[src/rtl/poly_divmod_q_if.sv]
// poly_divmod_q_if
//   Groups the request/status handshake and the three coefficient memory
//   ports of the polynomial divider.
//   - master: the host side. It drives start/deg_n/deg_d/q_en and supplies
//     memory read data.
//   - slave : the divider engine. It drives the memory addresses and write
//     strobes, and reports busy/done/err/deg_q/deg_r/r_zero.
interface poly_divmod_q_if #(
  parameter int W      = 13,
  parameter int ADDR_W = 11
);
  logic              start;
  logic [ADDR_W-1:0] deg_n;
  logic [ADDR_W-1:0] deg_d;
  logic              q_en;
  logic [ADDR_W-1:0] n_raddr;
  logic [W-1:0]      n_rdata;
  logic [ADDR_W-1:0] n_waddr;
  logic [W-1:0]      n_wdata;
  logic              n_we;
  logic [ADDR_W-1:0] d_addr;
  logic [W-1:0]      d_rdata;
  logic [ADDR_W-1:0] q_addr;
  logic [W-1:0]      q_wdata;
  logic              q_we;
  logic              busy;
  logic              done;
  logic              err;
  logic [ADDR_W-1:0] deg_q;
  logic [ADDR_W-1:0] deg_r;
  logic              r_zero;

  modport master (
    output start, deg_n, deg_d, q_en, n_rdata, d_rdata,
    input  n_raddr, n_waddr, n_wdata, n_we, d_addr, q_addr, q_wdata, q_we,
    input  busy, done, err, deg_q, deg_r, r_zero
  );

  modport slave (
    input  start, deg_n, deg_d, q_en, n_rdata, d_rdata,
    output n_raddr, n_waddr, n_wdata, n_we, d_addr, q_addr, q_wdata, q_we,
    output busy, done, err, deg_q, deg_r, r_zero
  );
endinterface

[src/rtl/poly_divmod_q.sv]
// poly_divmod_q
//   Polynomial long division over Z_MOD: Q = N div D, R = N mod D.
//   The remainder overwrites the N memory in place. Quotient coefficients
//   are written to the Q memory when q_en is set. The inverse of lc(D) is
//   computed internally as lc^(MOD-2) with the shared two-stage modular
//   multiplier.
// Ports
//   clk    : clock. All logic runs on the rising edge.
//   rst_n  : synchronous active-low reset.
//   io     : poly_divmod_q_if.slave. Carries:
//            - the start/deg_n/deg_d/q_en request;
//            - the N read/write port, D read port and Q write port.
//              Read data arrives one cycle after the address.
//            - busy/done/err status and the deg_q/deg_r/r_zero results.
module poly_divmod_q #(
  parameter int MOD     = 4591,
  parameter int W       = 13,
  parameter int ADDR_W  = 11,
  parameter int MAX_DEG = 760
) (
  input logic clk,
  input logic rst_n,
  poly_divmod_q_if.slave io
);
  localparam int                BIT_W     = (W > 1) ? $clog2(W) : 1;
  localparam logic [W-1:0]      MOD_W     = W'(MOD);
  localparam logic [2*W-1:0]    MOD_2W    = (2*W)'(MOD);
  localparam logic [W-1:0]      EXP       = W'(MOD - 2);
  localparam logic [W-1:0]      ONE_W     = W'(1);
  localparam logic [ADDR_W-1:0] MAX_DEG_A = ADDR_W'(MAX_DEG);
  localparam logic [ADDR_W-1:0] ONE_A     = ADDR_W'(1);
  localparam logic [BIT_W-1:0]  ONE_B     = BIT_W'(1);

  typedef enum logic [2:0] {IDLE, LC, INV, QCO, SUB, RDEG, FIN} stateT;

  stateT             stateReg, stateNext;
  logic [2:0]        phaseReg, phaseNext;

  logic [ADDR_W-1:0] degNReg, degDReg, kReg, jReg, scanReg;
  logic [ADDR_W-1:0] degQReg, degRReg;
  logic              qEnReg, errReg, rZeroReg;
  logic [W-1:0]      lcReg, accReg, tReg, nValReg, diffReg;
  logic [BIT_W-1:0]  bitReg;

  // Shared multiplier. Operands presented in cycle c give a reduced result
  // in redReg during cycle c+2.
  logic [W-1:0]      mulA, mulB, redReg;
  logic [2*W-1:0]    prodReg;

  logic [ADDR_W-1:0] nRaddr, nWaddr, dAddr, qAddr;
  logic [W-1:0]      nWdata, qWdata;
  logic              nWe, qWe;

  always_ff @(posedge clk) begin
    if (!rst_n) begin
      stateReg <= IDLE;
      phaseReg <= '0;
    end else begin
      stateReg <= stateNext;
      phaseReg <= phaseNext;
    end
  end

  always_ff @(posedge clk) begin
    if (!rst_n) begin
      prodReg <= '0;
      redReg  <= '0;
    end else begin
      prodReg <= {{W{1'b0}}, mulA} * {{W{1'b0}}, mulB};
      redReg  <= W'(prodReg % MOD_2W);
    end
  end

  // Next-state, memory strobes and multiplier operand selection.
  always_comb begin
    stateNext = stateReg;
    phaseNext = phaseReg;
    nRaddr    = '0;
    nWaddr    = '0;
    nWdata    = '0;
    nWe       = 1'b0;
    dAddr     = '0;
    qAddr     = '0;
    qWdata    = '0;
    qWe       = 1'b0;
    mulA      = '0;
    mulB      = '0;
    case (stateReg)
      IDLE: begin
        if (io.start) begin
          stateNext = LC;
          phaseNext = '0;
        end
      end
      LC: begin
        if (phaseReg == 3'd0) begin
          dAddr = degDReg;
          if (degDReg > MAX_DEG_A) stateNext = FIN;
          else                     phaseNext = 3'd1;
        end else begin
          phaseNext = '0;
          if (io.d_rdata == '0)        stateNext = FIN;
          else if (degDReg > degNReg)  stateNext = RDEG;
          else                         stateNext = INV;
        end
      end
      INV: begin
        // Phases 0-2 square the accumulator. Phases 3-5 multiply it by lc
        // when the current exponent bit is set.
        case (phaseReg)
          3'd0: begin
            mulA = accReg;
            mulB = accReg;
            phaseNext = 3'd1;
          end
          3'd1: phaseNext = 3'd2;
          3'd2: begin
            if (EXP[bitReg]) phaseNext = 3'd3;
            else begin
              phaseNext = '0;
              if (bitReg == '0) stateNext = QCO;
            end
          end
          3'd3: begin
            mulA = accReg;
            mulB = lcReg;
            phaseNext = 3'd4;
          end
          3'd4: phaseNext = 3'd5;
          default: begin
            phaseNext = '0;
            if (bitReg == '0) stateNext = QCO;
          end
        endcase
      end
      QCO: begin
        case (phaseReg)
          3'd0: begin
            nRaddr = kReg + degDReg;
            phaseNext = 3'd1;
          end
          3'd1: begin
            mulA = io.n_rdata;
            mulB = accReg;
            phaseNext = 3'd2;
          end
          3'd2: phaseNext = 3'd3;
          default: begin
            qWe       = qEnReg;
            qAddr     = kReg;
            qWdata    = redReg;
            phaseNext = '0;
            stateNext = SUB;
          end
        endcase
      end
      SUB: begin
        case (phaseReg)
          3'd0: begin
            nRaddr = kReg + jReg;
            dAddr  = jReg;
            phaseNext = 3'd1;
          end
          3'd1: begin
            mulA = tReg;
            mulB = io.d_rdata;
            phaseNext = 3'd2;
          end
          3'd2: phaseNext = 3'd3;
          3'd3: phaseNext = 3'd4;
          default: begin
            nWe    = 1'b1;
            nWaddr = kReg + jReg;
            nWdata = diffReg;
            phaseNext = '0;
            if (jReg == degDReg) begin
              if (kReg != '0)          stateNext = QCO;
              else if (degDReg == '0)  stateNext = FIN;
              else                     stateNext = RDEG;
            end
          end
        endcase
      end
      RDEG: begin
        // Pipelined downward scan. Each cycle checks the data for scanReg
        // while the address of the next lower index is already issued.
        if (phaseReg == 3'd0) begin
          nRaddr    = scanReg;
          phaseNext = 3'd1;
        end else if (io.n_rdata != '0 || scanReg == '0) begin
          stateNext = FIN;
          phaseNext = '0;
        end else begin
          nRaddr = scanReg - ONE_A;
        end
      end
      FIN: stateNext = IDLE;
      default: stateNext = IDLE;
    endcase
  end

  always_ff @(posedge clk) begin
    if (!rst_n) begin
      degNReg  <= '0;
      degDReg  <= '0;
      qEnReg   <= 1'b0;
      lcReg    <= '0;
      accReg   <= '0;
      bitReg   <= '0;
      kReg     <= '0;
      jReg     <= '0;
      tReg     <= '0;
      nValReg  <= '0;
      diffReg  <= '0;
      scanReg  <= '0;
      errReg   <= 1'b0;
      degQReg  <= '0;
      degRReg  <= '0;
      rZeroReg <= 1'b0;
    end else begin
      case (stateReg)
        IDLE: begin
          if (io.start) begin
            degNReg  <= io.deg_n;
            degDReg  <= io.deg_d;
            qEnReg   <= io.q_en;
            errReg   <= 1'b0;
            degRReg  <= '0;
            rZeroReg <= 1'b0;
            degQReg  <= (io.deg_d > io.deg_n) ? '0 : io.deg_n - io.deg_d;
          end
        end
        LC: begin
          if (phaseReg == 3'd0) begin
            if (degDReg > MAX_DEG_A) errReg <= 1'b1;
          end else begin
            lcReg   <= io.d_rdata;
            if (io.d_rdata == '0) errReg <= 1'b1;
            kReg    <= degNReg - degDReg;
            jReg    <= '0;
            accReg  <= ONE_W;
            bitReg  <= BIT_W'(W - 1);
            scanReg <= degNReg;
          end
        end
        INV: begin
          if (phaseReg == 3'd2 || phaseReg == 3'd5) accReg <= redReg;
          if ((phaseReg == 3'd2 && !EXP[bitReg]) || phaseReg == 3'd5)
            bitReg <= bitReg - ONE_B;
        end
        QCO: begin
          if (phaseReg == 3'd3) begin
            tReg <= redReg;
            jReg <= '0;
          end
        end
        SUB: begin
          if (phaseReg == 3'd1) nValReg <= io.n_rdata;
          if (phaseReg == 3'd3) begin
            if (nValReg < redReg)
              diffReg <= W'({1'b0, nValReg} + {1'b0, MOD_W} - {1'b0, redReg});
            else
              diffReg <= nValReg - redReg;
          end
          if (phaseReg == 3'd4) begin
            if (jReg == degDReg) begin
              jReg    <= '0;
              kReg    <= kReg - ONE_A;
              // A constant divisor always leaves a zero remainder.
              scanReg <= degDReg - ONE_A;
              if (degDReg == '0) rZeroReg <= 1'b1;
            end else begin
              jReg <= jReg + ONE_A;
            end
          end
        end
        RDEG: begin
          if (phaseReg != 3'd0) begin
            if (io.n_rdata != '0) degRReg  <= scanReg;
            else if (scanReg == '0) rZeroReg <= 1'b1;
            else scanReg <= scanReg - ONE_A;
          end
        end
        default: ;
      endcase
    end
  end

  assign io.n_raddr = nRaddr;
  assign io.n_waddr = nWaddr;
  assign io.n_wdata = nWdata;
  assign io.n_we    = nWe;
  assign io.d_addr  = dAddr;
  assign io.q_addr  = qAddr;
  assign io.q_wdata = qWdata;
  assign io.q_we    = qWe;
  assign io.busy    = (stateReg != IDLE) && (stateReg != FIN);
  assign io.done    = (stateReg == FIN);
  assign io.err     = errReg;
  assign io.deg_q   = degQReg;
  assign io.deg_r   = degRReg;
  assign io.r_zero  = rZeroReg;
endmodule

[src/flat_wrapper.sv]
// flat-port wrapper written by rule: the top's interface ports become plain ports
module poly_divmod_q_flat 
#(
  parameter int MOD     = 4591,
  parameter int W       = 13,
  parameter int ADDR_W  = 11,
  parameter int MAX_DEG = 760
)
  (clk, rst_n, io_start, io_deg_n, io_deg_d, io_q_en, io_n_rdata, io_d_rdata, io_n_raddr, io_n_waddr, io_n_wdata, io_n_we, io_d_addr, io_q_addr, io_q_wdata, io_q_we, io_busy, io_done, io_err, io_deg_q, io_deg_r, io_r_zero);
  poly_divmod_q_if #(.W(W), .ADDR_W(ADDR_W)) io_i ();
  input logic clk;
  input logic rst_n;
  input wire logic [$bits(io_i.start)-1:0] io_start;
  input wire logic [$bits(io_i.deg_n)-1:0] io_deg_n;
  input wire logic [$bits(io_i.deg_d)-1:0] io_deg_d;
  input wire logic [$bits(io_i.q_en)-1:0] io_q_en;
  input wire logic [$bits(io_i.n_rdata)-1:0] io_n_rdata;
  input wire logic [$bits(io_i.d_rdata)-1:0] io_d_rdata;
  output wire logic [$bits(io_i.n_raddr)-1:0] io_n_raddr;
  output wire logic [$bits(io_i.n_waddr)-1:0] io_n_waddr;
  output wire logic [$bits(io_i.n_wdata)-1:0] io_n_wdata;
  output wire logic [$bits(io_i.n_we)-1:0] io_n_we;
  output wire logic [$bits(io_i.d_addr)-1:0] io_d_addr;
  output wire logic [$bits(io_i.q_addr)-1:0] io_q_addr;
  output wire logic [$bits(io_i.q_wdata)-1:0] io_q_wdata;
  output wire logic [$bits(io_i.q_we)-1:0] io_q_we;
  output wire logic [$bits(io_i.busy)-1:0] io_busy;
  output wire logic [$bits(io_i.done)-1:0] io_done;
  output wire logic [$bits(io_i.err)-1:0] io_err;
  output wire logic [$bits(io_i.deg_q)-1:0] io_deg_q;
  output wire logic [$bits(io_i.deg_r)-1:0] io_deg_r;
  output wire logic [$bits(io_i.r_zero)-1:0] io_r_zero;
  assign io_i.start = io_start;
  assign io_i.deg_n = io_deg_n;
  assign io_i.deg_d = io_deg_d;
  assign io_i.q_en = io_q_en;
  assign io_i.n_rdata = io_n_rdata;
  assign io_i.d_rdata = io_d_rdata;
  assign io_n_raddr = io_i.n_raddr;
  assign io_n_waddr = io_i.n_waddr;
  assign io_n_wdata = io_i.n_wdata;
  assign io_n_we = io_i.n_we;
  assign io_d_addr = io_i.d_addr;
  assign io_q_addr = io_i.q_addr;
  assign io_q_wdata = io_i.q_wdata;
  assign io_q_we = io_i.q_we;
  assign io_busy = io_i.busy;
  assign io_done = io_i.done;
  assign io_err = io_i.err;
  assign io_deg_q = io_i.deg_q;
  assign io_deg_r = io_i.deg_r;
  assign io_r_zero = io_i.r_zero;
  poly_divmod_q #(.MOD(MOD), .W(W), .ADDR_W(ADDR_W), .MAX_DEG(MAX_DEG)) u_core (.clk(clk), .rst_n(rst_n), .io(io_i));
endmodule
[config.mk]
export PLATFORM = sky130hd
export DESIGN_NAME = poly_divmod_q_flat
export DESIGN_NICKNAME = d
export VERILOG_FILES = /design/src/rtl/poly_divmod_q_if.sv /design/src/rtl/poly_divmod_q.sv /design/src/flat_wrapper.sv
export SDC_FILE = /design/constraint.sdc
export NUM_CORES = 1
export LEC_CHECK = 0
export ABC_AREA = 0
export BUFFER_PORTS_ARGS = -buffer_cell sky130_fd_sc_hd__buf_2
export CAP_MARGIN = 20
export CORE_UTILIZATION = 50
export CTS_BUF_LIST = sky130_fd_sc_hd__clkbuf_2
export DETAILED_ROUTE_END_ITERATION = 8
export PLACE_DENSITY_LB_ADDON = 0.3
export SLEW_MARGIN = 10
export SYNTH_ARGS = -nofsm -noshare
export SYNTH_HDL_FRONTEND = slang
export SYNTH_SLANG_ARGS = --single-unit
[constraint.sdc]
create_clock -name clk -period 20 [get_ports clk]
set_input_delay 3 -clock clk [delete_from_list [all_inputs] [get_ports clk]]
set_output_delay 3 -clock clk [all_outputs]
set_load 0.005 [all_outputs]
Word level (Yosys, flattened, before mapping)
Memories as Yosys holds them, arrays and structs flattened. A register that Yosys moved wholly into a read port is not among the register bits.
Index checks and enable logic that the tools add are counted.
{ "totals": {"mem_bits_ro": 16, "ramBits": 0, "word_cells": 216, "memories": 1, "reg_bits": 194, "out_inout_bits": 98, "latch_bits": 0} }
{ "memory_table": {"columns": ["memory", "depth", "width", "read_ports", "rd_ports_with_merged_regs", "wr", "line", "text"], "rows": [
  ["(no name shown)", 16, 1, 1, 1, 0, "poly_divmod_q.sv:118", "if (EXP[bitReg]) phaseNext = 3'd3;"]
]} }
{ "classes": {"magnitude_cmp": 5, "n_div": 1, "shift": 0, "bitwise": 1, "addsub": 12, "n_reduce_logical": 43, "multipliers": 1, "n_eq_ne": 36, "n_mux": 96} }
{ "op_table": {"columns": ["cell", "count"], "rows": [
  ["$mux W11", 26],
  ["$mux W13", 12],
  ["$pmux W11 S3", 3],
  ["$pmux W13 S3", 2],
  ["$pmux W11 S2", 3],
  ["$mux W3", 18],
  ["$pmux W13 S2", 2],
  ["$pmux W3 S6", 2],
  ["$sub A11 B1 Y11 const B", 3],
  ["$mod A26 B13 Y26 const B", 1],
  ["$mul A13 B13 Y26", 1],
  ["$sub A13 B13 Y13", 2],
  ["$add A11 B11 Y11", 2],
  ["$gt A11 B11 Y1", 2],
  ["$logic_not A11 Y1", 2],
  ["$sub A11 B11 Y11", 2],
  ["$ne A2 B1 Y1 const B", 10],
  ["$mux W4", 4],
  ["$ne A2 B2 Y1 const B", 8],
  ["$reduce_and A4 Y1", 4],
  ["$eq A3 B3 Y1 const B", 5],
  ["$mux W1", 15],
  ["$pmux W3 S5", 1],
  ["$reduce_bool A3 Y1", 5],
  ["37 further kinds", 60]
]} }

Depth between registers and ports, before layout
Gate-level depths: netlist of run 1.
{ "logic_depth": {"ltp_word": 9, "mapped_depth": 65, "mapped_depth_nobuf": 51} }

Worst setup path after synthesis of run 1
Ideal clock, no wire load.
{ "synth_timing": {"kind": "reg2reg", "startpoint": "register u_core.prodReg[15]", "endpoint": "register u_core.redReg[2]", "setup_ns": 0.070, "path_stages_with_launch": 60, "period_less_slack_ns": 13.699, "required_ns": 19.930, "n_path_buf": 8, "arrival_ns": 13.628, "setup_slack_ns": 6.301, "path_cell_list": "dfxtp_1 -> buf_4 -> nand4_1 -> or4_1 -> and3_1 -> buf_6 -> a2111oi_4 -> nor2_1 -> mux2i_2 -> a31o_1 -> o21bai_1 -> o21ai_1 -> o211ai_4 -> nand3_2 -> and3_1 -> buf_2 -> or3_1 -> o221ai_1 -> (+24 left out) -> nand2_1 -> xnor2_1 -> ha_1 -> o31ai_1 -> a21oi_1 -> o21bai_4 -> a31o_1 -> buf_2 -> nand2_1 -> xor2_1 -> ha_1 -> a21boi_1 -> and3b_1 -> a221o_1 -> buf_2 -> buf_6 -> nand4_1 -> a21oi_1"} }
{ "synth_via": {"elab_chain_len": 1} }
{ "synth_rtl": {"columns": ["item", "line", "text"], "rows": [
  ["start, declared", "poly_divmod_q.sv:48", "logic [2*W-1:0] prodReg;"],
  ["start signal, assigned", "poly_divmod_q.sv:69", "prodReg <= {{W{1'b0}}, mulA} * {{W{1'b0}}, mulB};"],
  ["$mod A26 B13 Y26", "poly_divmod_q.sv:70", "redReg <= W'(prodReg % MOD_2W);"],
  ["end signal, assigned", "poly_divmod_q.sv:70", null],
  ["end, declared", "poly_divmod_q.sv:47", "logic [W-1:0] mulA, mulB, redReg;"]
]} }
No other way between the ends.
A chain may end at the register's enable or synchronous reset.

Final worst setup path of run 1
{ "layout_timing": {"startpoint": "register u_core.prodReg[13]", "endpoint": "register u_core.redReg[11]"} }
The elaborated chain is that of the path after synthesis.

==> metrics.cfg, run 1 <==
[grt]
grt_pass1_vias=22260
grt_pass1_wl_um=119700
grtUsageTotal_pct=30.00
grt_max_degree=82
grt_overflow=0
antenna_found_initial=2

[setup_path]
critPathKind=reg2reg
crit_path_max_fanout=17
crit_path_end_kind=register
required_ns=20.85
startpoint_type=register
cpMaxStageDelayCell=a41oi_1
worstPathArrival_ns=17.76
critPathMaxStageDelay_ns=0.89

[timing]
hold_ws_ns=0.4674
fin_crit_ns=16.91
fmax_mhz=59.12
drv_slew=0
rsz0062_at_grt=no
finalWorstSetupSlack_ns=3.086
finalHoldViolCount=0
maxSlewHeadroom_pct=24.04
tightest_slew_ns=1.135
skew_ns=0.04380
fin_crit_sh_pct=84.57
tns_ns=0
setup_viol=0

[place]
globalplace.congestion=0.9615
dp_cells=3901
port_buffers=149
preCtsSetupSlack_ns=3.604
dp_hpwl_um=59320
placedInstanceArea_sq_um=25370

[yosys]
netlist_instances=3276
synth_fa_ha_area_share_pct=18.94
synth_edf_count=0
syn_area_per_cell_sq_um=7.417
syn_area_sq_um=24300
async_flop_share_pct=0
synth_compound_area_share_pct=26.29
ys.flop_type=dfxtp_1
synthXorXnorAreaFrac_pct=6.452
synth_top_family_by_area=compound AO/OA/AOI/OAI gates
synthSimpleGateAreaFrac_pct=24.12
synthMuxAreaShare_pct=1.097
syn_nets=3611
synth_cell_types=133
ys_seq_area_share_pct=16.07
yosys_warnings=0
synth_seq_cells=195

[clock_network]
cts_max_level=4
postCtsSetupRepairBufs=0
clk_latency_ns=0.89
cts_sinks=195
path_clk_slew_ns=0.32
cts_max_path_buffers=2
cts_tree=built
cts_resized=0
numCtsBuffers=17
cts_root_buffer=clkbuf_2
hold_buffers=0

[routing]
drt-total-wl_um=75330
first_pass_iters=8
drtIter0Drc=2244
vias=24150
avgViaCountPerCell=6.137
ant_nets=0
drc=0
post_drt_wl_per_cell_um=19.14

[finish]
mostFrequentLayoutCells=nand2_1, nor2_1, a21oi_1
drive_above_1_share_pct=9.283
design_area_sq_um=25630
syn_to_final_growth_pct=5.489
final_util_pct=53.57
finalNetCount=3640
layout_commonest_cell=nand2_1
fin_cells=3936

[die]
dieArea_sq_um=49480
die_x_um=222.4
core_area_sq_um=47850
die_y_um=222.4
rows=80
io_pins=150
start_util_pct=50.78

[power]
total_power_mw=1.369
power_density_nw_per_um2=53.43
ir_worst_vdd_uv=40.95
leakagePower_nw=10.99

[run_status]
outcome=complete, no violations

[flow_run]
drv_cap=0

[worst_hold_path]
holdCritPathClass=reg2reg

## synth_stat cells (all sizes together), types with 24 or more instances
cell	n	share of area [%]
nand2	433	6.7
nor2	302	4.7
a21oi	295	6.3
inv	271	4.2
dfxtp	195	16
ha	150	7.7
o21ai	148	3.1
fa	133	11
clkbuf	132	2.0
xnor2	116	4.3
nor3	101	2.1
nand3	73	1.5
a22oi	61	1.9
and2	58	1.5
xor2	57	2.1
a21o	51	1.6
and3	50	1.3
a211oi	46	1.7
nand2b	40	1.0
a31oi	35	1.0
buf	35	0.81
o21bai	35	1.1
or3	31	0.82
nand4	27	0.72
or2	27	0.70
o211ai	25	0.85
nor4	24	0.71
## cell type report
cell class              count  area [sq um]
fillers                  4727         22220
diodes                      3         7.507
repair buffers            177         955.9
clock inverters            14         166.4
inverters                 271          1022
clock buffers              18         90.09
well taps                 615         769.5
multi-input cells        2643         18720
flip-flops and latches    195          3904
## state kept, by name, indices dropped and copies added, names as in the netlist, 11 cells and up, named ones only
register,cells
u_core.prodReg,26
u_core.accReg,13
u_core.diffReg,13
u_core.lcReg,13
u_core.nValReg,13
u_core.redReg,13
u_core.tReg,13
u_core.degDReg,11
u_core.degNReg,11
u_core.io.deg_q,11
u_core.io.deg_r,11
u_core.jReg,11
u_core.kReg,11
u_core.scanReg,11
## cell families after synthesis
family                     count (synthesis)
xor gates and xnor gates                 174
adders and majority gates                289
muxes                                     25
DFF                                      195
AOI/OAI and AO/OA                        916
and+or+nand+nor                         1239
buffers and inverters                    438
## path summary, 6_finish.rpt
check,to,slack (ns),startpoint,cells past startpoint
min,u_core.io.deg_r[2],0.47,u_core.io.deg_r[2],2
max,u_core.redReg[11],3.09,u_core.prodReg[13],52
min reg2reg,u_core.io.deg_r[2],0.47,u_core.io.deg_r[2],2
max reg2reg,u_core.redReg[11],3.09,u_core.prodReg[13],52
## power breakdown
part / switching, mW / total [mW] / leakage [nW] / internal, mW
clock: 0.162 / 0.215 / 0.155 / 0.0534
sequential: 0.0757 / 0.504 / 1.58 / 0.428
combinational: 0.412 / 0.650 / 9.25 / 0.239
total: 0.649 / 1.37 / 11.0 / 0.720
## worst max-delay path, delay by kind of cell (launching register included)
| kind | cells | cell delay (ns) |
|---|---|---|
| mux | 1 | 0.68 |
| xor+xnor | 3 | 1.32 |
| fa+ha+maj | 2 | 0.54 |
| simple gates | 13 | 3.23 |
| compound gates | 32 | 10.36 |
| flops | 1 | 0.51 |
| buf+inv | 1 | 0.21 |
## routing by layer
metal / track usage (%) / share of wire, % / up-vias
met5: 0 / 0 / -
met4: 8.409 / 2.6 / 0
met3: 4.311 / 7.9 / 133
met2: 47.94 / 45 / 943
met1: 42.00 / 45 / 11500
li1: - / - / 11570
No activity file was read; power rests on OpenSTA's default activity.
==> run 2, diff against run 1 <==
Settings changed: ABC_AREA 0 to 1.
Clock period 20 ns to 14.2 ns, I/O delays scaled along.
==> run 2 against run 1 <==
Effect of this change:
- combinational power up 110%
- sequential share of layout area fell by 0.53 points
- first-iteration DRC count fell by 5.7%
- largest cell class unchanged
- register-to-register slack got worse by 1.7 ns
- non-clock buffer count grew 27
- worst setup slack worse by 1.7 ns
- fmax is 32% higher
==> metrics.cfg, run 2 <==
[timing]
maxSlewHeadroom_pct=34.92  ; +11 points
fin_crit_sh_pct=89.97  ; +5.4 points
drv_slew=0  ; unchanged
setup_viol=0  ; unchanged
tns_ns=0  ; unchanged
tightest_slew_ns=0.9727  ; -0.1625 ns
hold_ws_ns=0.4728  ; +0.005432 ns
fin_crit_ns=12.78  ; -4.138 ns
skew_ns=0.05328  ; +0.009476 ns
fmax_mhz=78.27  ; +32%
finalHoldViolCount=0  ; unchanged
finalWorstSetupSlack_ns=1.424  ; -1.662 ns

[setup_path]
crit_path_end_kind=register
cpMaxStageDelayCell=xor2_2
crit_path_max_fanout=16  ; -1
cp_top_family=simple AND/OR/NAND/NOR gates
crit_top_cell=nand2_1
worstPathArrival_ns=13.63  ; -4.13 ns
critPathKind=reg2reg
required_ns=15.06  ; -5.79 ns
startpoint_type=register
critPathMaxStageDelay_ns=0.47  ; -0.42 ns
path_buf_inv=6  ; +5

[clock_network]
cts_root_buffer=clkbuf_2
cts_tree=built
clk_latency_ns=0.96  ; +0.07 ns
cts_max_path_buffers=2  ; unchanged
hold_buffers=0  ; unchanged
path_clk_slew_ns=0.38  ; +0.06 ns
cts_max_level=4  ; unchanged
numCtsBuffers=17  ; unchanged
cts_sinks=195  ; unchanged

[grt]
grt_max_degree=94  ; +15%
grt_pass1_wl_um=114200  ; -4.6%
grtUsageTotal_pct=27.84  ; -2.2 points
grt_overflow=0  ; unchanged
grt_pass1_vias=22520  ; +1.2%
antenna_found_initial=1  ; -1

[place]
dp_hpwl_um=55170  ; -7.0%
placedInstanceArea_sq_um=25880  ; +2.0%
port_buffers=149  ; unchanged
globalplace.congestion=0.9655  ; +0.42%
preCtsSetupSlack_ns=0.3291  ; -3.275 ns
dp_cells=4660  ; +19%

[yosys]
syn_area_per_cell_sq_um=6.239  ; -16%
synth_seq_cells=195  ; unchanged
synth_top_area_cell=dfxtp_1
yosys_warnings=0  ; unchanged
netlist_instances=3940  ; +20%
ys_seq_area_share_pct=15.88  ; -0.19 points
synth.top_cell.area_share_pct=15.88  ; -0.19 points
synth_edf_count=0  ; unchanged
synth_cell_types=65  ; -51%
syn_nets=4275  ; +18%
async_flop_share_pct=0  ; unchanged
ys_top_cells_by_count=nand2_1, inv_1, nor2_1
yosysMostFrequentCell=nand2_1
syn_area_sq_um=24580  ; +1.2%
ys.flop_type=dfxtp_1
synth_area_leaders=dfxtp_1, nand2_1, fa_1, inv_1, ha_1

[finish]
finalNetCount=4380  ; +20%
mostFrequentLayoutCells=nand2_1, inv_1, nor2_1
final_util_pct=55.26  ; +1.7 points
fin_cells=4715  ; +20%
syn_to_final_growth_pct=8.241
largest_reg_flops=26  ; unchanged
layout_commonest_cell=nand2_1
largest_register=u_core.prodReg
drive_above_1_share_pct=11.78  ; +2.5 points
design_area_sq_um=26610  ; +3.8%

[die]
io_pins=150  ; unchanged
start_util_pct=51.06  ; +0.27 points
dieArea_sq_um=50050  ; +1.2%
die_x_um=223.7  ; +0.58%
rows=80  ; unchanged
die_y_um=223.7  ; +0.58%
core_area_sq_um=48150  ; +0.63%

[routing]
avgViaCountPerCell=5.333  ; -13%
drc=0  ; unchanged
drtIter0Drc=2115  ; -5.7%
first_pass_iters=6  ; -2
ant_nets=0  ; unchanged
vias=25150  ; +4.1%
post_drt_wl_per_cell_um=14.90  ; -22%
drt-total-wl_um=70250  ; -6.7%

[flow_run]
drv_cap=0  ; unchanged

[power]
power_density_nw_per_um2=94.46  ; +77%
ir_worst_vdd_uv=118.6  ; +190%
total_power_mw=2.513  ; +84%
leakagePower_nw=14.25  ; +30%

[run_status]
outcome=complete, no violations

[worst_hold_path]
holdCritPathClass=reg2reg

==> run 2: cell count changes after synthesis, sizes merged, moves of 40 or more <==
cell and change:
and2 -54, nand2 +612, inv +420, nand2b -40
a22oi -46, and3 -50, a21oi -83, nor3 -46
nor2 +122, o21ai +107, nand3 +240, a21o -51
xnor2 -107
==> run 2: logic make-up after synthesis <==
group / share of synthesized area [%]
and+or+nand+nor: 34.91
buffers and inverters: 13.08
AOI/OAI and AO/OA: 14.60
adders and majority gates: 18.47
DFF: 15.88
xor gates and xnor gates: 3.064
==> run 2: repair_timing <==
action	in CTS	in global routing
resized for setup	0	51
setup buffers	0	16
endpoints found under the setup margin	0	13
==> run 2: power breakdown <==
group	internal, mW	switching [mW]	leakage (nW)
registers	0.661	0.143	1.59
clock network	0.0663	0.254	0.149
logic	0.442	0.946	12.5
==> run 2: metal layers <==
layer | wire, um | vias up | global-route usage (%)
met1 | 32940 | 11370 | 41.05
met4 | 1781 | 0 | 8.551
met5 | 0 | - | 0
met3 | 5675 | 101 | 3.122
met2 | 29860 | 914 | 42.28
li1 | - | 12770 | -
==> run 2: area by class of cell <==
class                           instances  area (sq um)
Multi-Input combinational cell       2925         17780
Antenna cell                            1         2.502
Clock inverter                         15         192.7
Timing Repair Buffer                  204          1177
Sequential cell                       195          3911
Tap cell                              656         820.8
Inverter                              702          2640
Clock buffer                           17         85.08
Fill cell                            4877         21540
==> run 2: path summary, 6_finish.rpt <==
| check | start | to | slack [ns] | cells after the start |
|---|---|---|---|---|
| hold reg to reg | u_core.tReg[10] | u_core.tReg[10] | 0.47 | 2 |
| hold / removal | u_core.tReg[10] | u_core.tReg[10] | 0.47 | 2 |
| setup reg to reg | u_core.prodReg[18] | u_core.redReg[8] | 1.42 | 97 |
| setup / recovery | u_core.prodReg[18] | u_core.redReg[8] | 1.42 | 97 |
==> run 2: tightest hold or removal path: cells and delay by family (launching register included) <==
kind | cells | cell delay (ns)
flip-flops | 1 | 0.39
AO/OA/AOI/OAI | 1 | 0.05
buffers and inverters | 1 | 0.06
